===== config.mk =====
export PLATFORM = sky130hd
export DESIGN_NAME = pipe_valid_tracker
export DESIGN_NICKNAME = d
export VERILOG_FILES = /design/src/rtl/pipe_valid_tracker.sv
export SDC_FILE = /design/constraint.sdc
export NUM_CORES = 1
export LEC_CHECK = 0
export ABC_AREA = 1
export CAP_MARGIN = 0
export CORE_ASPECT_RATIO = 1.1
export CORE_UTILIZATION = 55
export DETAILED_ROUTE_END_ITERATION = 12
export MAX_ROUTING_LAYER = met4
export PLACE_DENSITY_LB_ADDON = 0.2
export SYNTH_ARGS = -nofsm -noshare
export SYNTH_HDL_FRONTEND = slang
export SYNTH_SLANG_ARGS = --single-unit

===== constraint.sdc =====
create_clock -name clk -period 3.85 [get_ports clk]
set_clock_uncertainty 0.15 [all_clocks]
set_input_delay 0.77 -clock clk [delete_from_list [all_inputs] [get_ports clk]]
set_output_delay 0.77 -clock clk [all_outputs]
set_load 0.05 [all_outputs]

===== src/rtl/pipe_valid_tracker.sv =====
// Valid-bit tracker that runs in lock-step with the AES round pipeline.
// Shifts an in_valid token through NUM_STAGES slots, keeps a running
// occupancy count and reports full/empty/drain-done status.
module pipe_valid_tracker #(
  parameter int NUM_STAGES   = 40,
  parameter int NUM_CNT_BITS = 6
) (
  input  logic                    clk,
  input  logic                    n_rst,
  input  logic                    clear,
  input  logic                    stall,
  input  logic                    in_valid,
  output logic                    out_valid,
  output logic [NUM_CNT_BITS-1:0] occupancy,
  output logic                    full_flag,
  output logic                    empty_flag,
  output logic                    drain_done
);

  // Reject depths that cannot shift or counts too narrow to reach NUM_STAGES.
  if (NUM_STAGES < 2) begin : g_bad_depth
    $error("pipe_valid_tracker: NUM_STAGES must be >= 2");
  end
  if ((2 ** NUM_CNT_BITS) <= NUM_STAGES) begin : g_bad_width
    $error("pipe_valid_tracker: 2**NUM_CNT_BITS must exceed NUM_STAGES");
  end

  localparam logic [NUM_CNT_BITS-1:0] CNT_ONE  = NUM_CNT_BITS'(1);
  localparam logic [NUM_CNT_BITS-1:0] CNT_FULL = NUM_CNT_BITS'(NUM_STAGES);

  logic [NUM_STAGES-1:0]   r_valid_sr;   // bit 0 = entry stage
  logic [NUM_CNT_BITS-1:0] r_occ;
  logic                    r_drain;
  logic [NUM_CNT_BITS-1:0] w_occ_nxt;
  logic                    w_exit;

  assign w_exit = r_valid_sr[NUM_STAGES-1];

  // Occupancy after an advance edge: +1 on entry, -1 on exit, unchanged when
  // both happen together. A full pipe always exits, so it never overflows.
  always_comb begin
    w_occ_nxt = r_occ;
    if (in_valid && !w_exit)      w_occ_nxt = r_occ + CNT_ONE;
    else if (!in_valid && w_exit) w_occ_nxt = r_occ - CNT_ONE;
  end

  // Token shift register, occupancy and drain pulse; clear beats stall beats advance.
  always_ff @(posedge clk or negedge n_rst) begin
    if (!n_rst) begin
      r_valid_sr <= '0;
      r_occ      <= '0;
      r_drain    <= 1'b0;
    end else if (clear) begin
      r_valid_sr <= '0;
      r_occ      <= '0;
      r_drain    <= (r_occ == CNT_ONE);
    end else if (stall) begin
      r_drain    <= 1'b0;
    end else begin
      r_valid_sr <= {r_valid_sr[NUM_STAGES-2:0], in_valid};
      r_occ      <= w_occ_nxt;
      r_drain    <= (r_occ == CNT_ONE) && (w_occ_nxt == '0);
    end
  end

  assign out_valid  = w_exit;
  assign occupancy  = r_occ;
  assign full_flag  = (r_occ == CNT_FULL);
  assign empty_flag = (r_occ == '0);
  assign drain_done = r_drain;

endmodule


== Word level (Yosys, flattened, before mapping) ==
Cells that the tools add are included.

* Output and inout port bits: 10
* Flip-flop bits (word level): 47
* Word-level logic and storage cells: 23
* Bits of input ports: 5

* Reductions and logical operators: 7
* Add/sub/neg operators: 2
* Multiplexer cells: 8
* Equal/unequal tests: 3

{| class="wikitable"
|+ Operator list
! cell !! count
|-
| $mux W40 || 2
|-
| $mux W6 || 4
|-
| $logic_not A6 Y1 || 2
|-
| $add A6 B1 Y6 const B || 1
|-
| $eq A6 B1 Y1 const B || 1
|-
| $eq A6 B6 Y1 const B || 1
|-
| $sub A6 B1 Y6 const B || 1
|-
| $logic_and A1 B1 Y1 || 3
|-
| $logic_not A1 Y1 || 2
|-
| $mux W1 || 2
|-
| $ne A2 B2 Y1 const B || 1
|}

== Logic depth before layout (Yosys ltp) ==
* Depth in word-level cells: 8
* Mapped depth: 11
* Mapped depth without buffers: 10

== Worst setup path before layout ==
No wires, ideal clock.

* Path kind: reg-to-output
* Start: register r_occ[1], in the netlist occupancy[1]
* End: output full_flag
* Slack: 861 ps
* Arrival time: 2069 ps
* Data required time: 2930 ps
* Buffers on the path: 0
* Stages on the path, launching flop included: 5
* Cell sequence: dfrtp_1 inv_1 ha_1 nand2_1 nor3_1

* Cells in the longest elaborated chain, start to end: 1

{| class="wikitable"
|+ RTL lines
! element !! line !! source
|-
| start: declaration || 32 || <nowiki>logic [NUM_CNT_BITS-1:0] r_occ;</nowiki>
|-
| start signal: assignment || 61 || <nowiki>r_occ <= w_occ_nxt;</nowiki>
|-
| $eq A6 B6 Y1 || 68 || <nowiki>assign full_flag = (r_occ == CNT_FULL);</nowiki>
|-
| end: declaration || 15 || <nowiki>output logic full_flag,</nowiki>
|}

Every way passes these cells.

== Worst setup path in the final report ==
Ends and elaborated chain as after synthesis.

==> summary.txt <==
Cell taking the most area after synthesis: dfrtp_1
Vias: 1,478
# DRC: 0
Slowest cell on the critical path: clkdlybuf4s50_1
Period utilisation layout: 80.5%
Post-DP HPWL: 2490 um
Leak: 1.01 nW
Net Switching: 0.206 mW
Synth warnings: 0
DRT Pass-1 Iters: 4
GRT overflow: 0
Post-CTS Setup Inserts: 0
Crit path from: occupancy[1]
Hold Startpoint: r_valid_sr[34]
Clock slew at reported path FFs: 0.12 ns
Async set-reset flop share out of synthesis: 100%
Status: complete, no violations
Row cnt: 22
Hold path cells: 2
Avg Cell Area, Syn: 9.13 um2
Critical path arrival: 2.18 ns
Drt wl/cell: 12.6 um
Antenna viol nets, final: 0
Slew Viols, Final: 0
Setup TNS Final: 0 ns
Switching part of the total: 23.4%
Mapped Cells: 221
Buf+Inv Stages, Crit Path: 2
Clock sinks: 47
Die H: 65.5 um
Data required, critical path: 2.93 ns
Share of the synthesized area in the top cell type: 58.3%
Comb power frac: 8.7%
CP endpoint kind: primary output
Clock Tree Buf Depth: 2
Sequential area share after synthesis: 58.3%
Design Power: 0.878 mW
Max Cap Viol: 0
Worst min path class: reg2reg
First-pass GRT wire length: 6380 um
CTS tree: yes
PwrDens: 387 nW/um2
Largest net degree at the start of global routing: 48
Final Hold Violating Endpoints: 0
CP Depth: 5
Htree depth: 2
Post-synth EDFFs: 0
Synth area leaders: dfrtp_1 58%, o22ai_1 13%, inv_1 8.9%
Max_slew headroom: 33.5%
FF-to-FF path depth: 9
Most used DFF post-synth: dfrtp_1
RSZ-0062 raised after global routing: false
Commonest cells post-synth: 48 x inv_1, 47 x dfrtp_1, 43 x o22ai_1, 30 x nand2_1, 13 x nand3_1
Area of the mapped netlist: 2020 um2
Maximum vdd drop: 0.322 mV
Hold WS: 0.389 ns
Final worst path period need: 3.10 ns
Crit path cell chain: inv_1, ha_1, nand2_1, nor3_1, clkdlybuf4s50_1
Initial Util: 59.1%
Clock power share: 34.2%
Final Net Count: 242
Final Core Density: 66.6%
Register bit total from synthesis: 47
Synthesized net count: 229
Total Wirelength: 3570 um
Int Pwr: 0.672 mW
Die area: 3910 um2
CTS Hold Bufs: 0
Share of layout cells above drive strength 1: 8.09%
Number of global-route vias before repair: 1,414
Total GRT Usage: 22.9%
Via density: 5.22
Endpoints failing setup: 0
Setup crit start kind: flip-flop
Most frequent cell after synthesis: inv_1
Drt initial violations: 88
CTS resizes: 0
Delay-heaviest family, CP: buffers and inverters
Initial antenna violation count: 0
Seq pwr share: 57.1%
Clock buffer count from CTS: 5
Worst-path maximum fanout: 5
Crit Path Class: reg2out
Crit path largest cell delay: 0.82 ns
Worst Tran Pin Value: 0.998 ns
Area Growth Syn to Fin: 12.7%
Worst reg2reg startpoint: occupancy[0]
# diodes: 0
Area of the core: 3410 um2
Fmax: 0.323 GHz
GPL Wtd Cong: 0.871
Number of I/O port buffers: 14
Ports: 15
Die Wd: 59.7 um
Worst skew pair latency: 0.35 ns
Clk root buf: clkbuf_4
Synth unique cells: 21
## worst min-delay path, cell delays in order, from the launching register on
cell and delay, ns:
dfrtp_1 0.34, inv_1 0.05, o22ai_1 0.11
## registers in the layout, summed over array words and instances, names as in the netlist
name and flops:
drain_done 1, occupancy 6, r_valid_sr 40
## power groups by stage
| stage | Combinational (mW) | Sequential [mW] | Clock, mW |
|---|---|---|---|
| final | 0.0768 | 0.501 | 0.300 |
| after global routing | 0.0852 | 0.502 | 0.329 |
| after CTS | 0.0776 | 0.501 | 0.308 |
| after detailed placement | 0.0771 | 0.511 | 0 |
| after global placement | 0.0753 | 0.510 | 0 |
| after floorplan | 0.0408 | 0.518 | 0 |
## cells in the final DEF (no fill, tap or decap), types with 2 or more instances in the layout
| cell type | count |
|---|---|
| o21ai_1 | 2 |
| inv_2 | 3 |
| dfrtp_1 | 47 |
| o22ai_1 | 43 |
| inv_1 | 48 |
| nor2_1 | 12 |
| nand2_1 | 30 |
| clkbuf_4 | 5 |
| nor2_2 | 2 |
| nand3_1 | 13 |
| ha_1 | 3 |
| buf_4 | 2 |
| clkdlybuf4s50_1 | 13 |
## worst paths after layout
| path | to | slack (ns) |
|---|---|---|
| max | full_flag | 0.75 |
| min | r_valid_sr[35] | 0.39 |
| max reg2reg | drain_done | 2.11 |
| min reg2reg | r_valid_sr[35] | 0.39 |
| max in group asynchronous | r_valid_sr[13] | 2.52 |
| min in group asynchronous | drain_done | 0.42 |
## routing by layer
metal,share of wire [%],track usage [%],wire (um),vias to the layer above
met3,4.0,4.72,144,8
met4,2.0,9.59,72,0
li1,-,-,-,749
met5,0,-,0,-
met1,45,29.9,1610,685
met2,49,34.9,1740,36
## final cells by class
| class | count | area [um2] |
|---|---|---|
| tap | 48 | 60.1 |
| fill | 311 | 1140 |
| clock buffer | 6 | 51.3 |
| timing repair buffer | 16 | 150 |
| clock inverter | 2 | 35.0 |
| sequential | 47 | 1180 |
| multi-input combinational | 113 | 608 |
| inverter | 51 | 191 |
## kinds of logic (layout without fill, tap and decap cells)
kind of cell             after synthesis  after routing  synth area share [%]
AO/OA/AOI/OAI                         48             48                  14.9
adder cells (fa/ha/maj)                3              3                  1.86
buffers and inverters                 61             75                  11.5
flip-flops                            47             47                  58.3
AND/OR/NAND/NOR                       62             62                  13.4
## through the flow
| stage | setup WS [ns] | cell area [um2] | cells |
|---|---|---|---|
| 2_1_floorplan | 0.861 | 2020 | 221 |
| 3_3_place_gp | 1.19 | 2190 | 275 |
| 4_1_cts | 0.739 | 2270 | 283 |
| 5_1_grt | 0.613 | 2270 | 283 |
| 6_report | 0.750 | 2270 | 283 |
| 3_5_place_dp | 1.15 | 2190 | 275 |
Note: power is estimated with default switching activity, not from simulation.
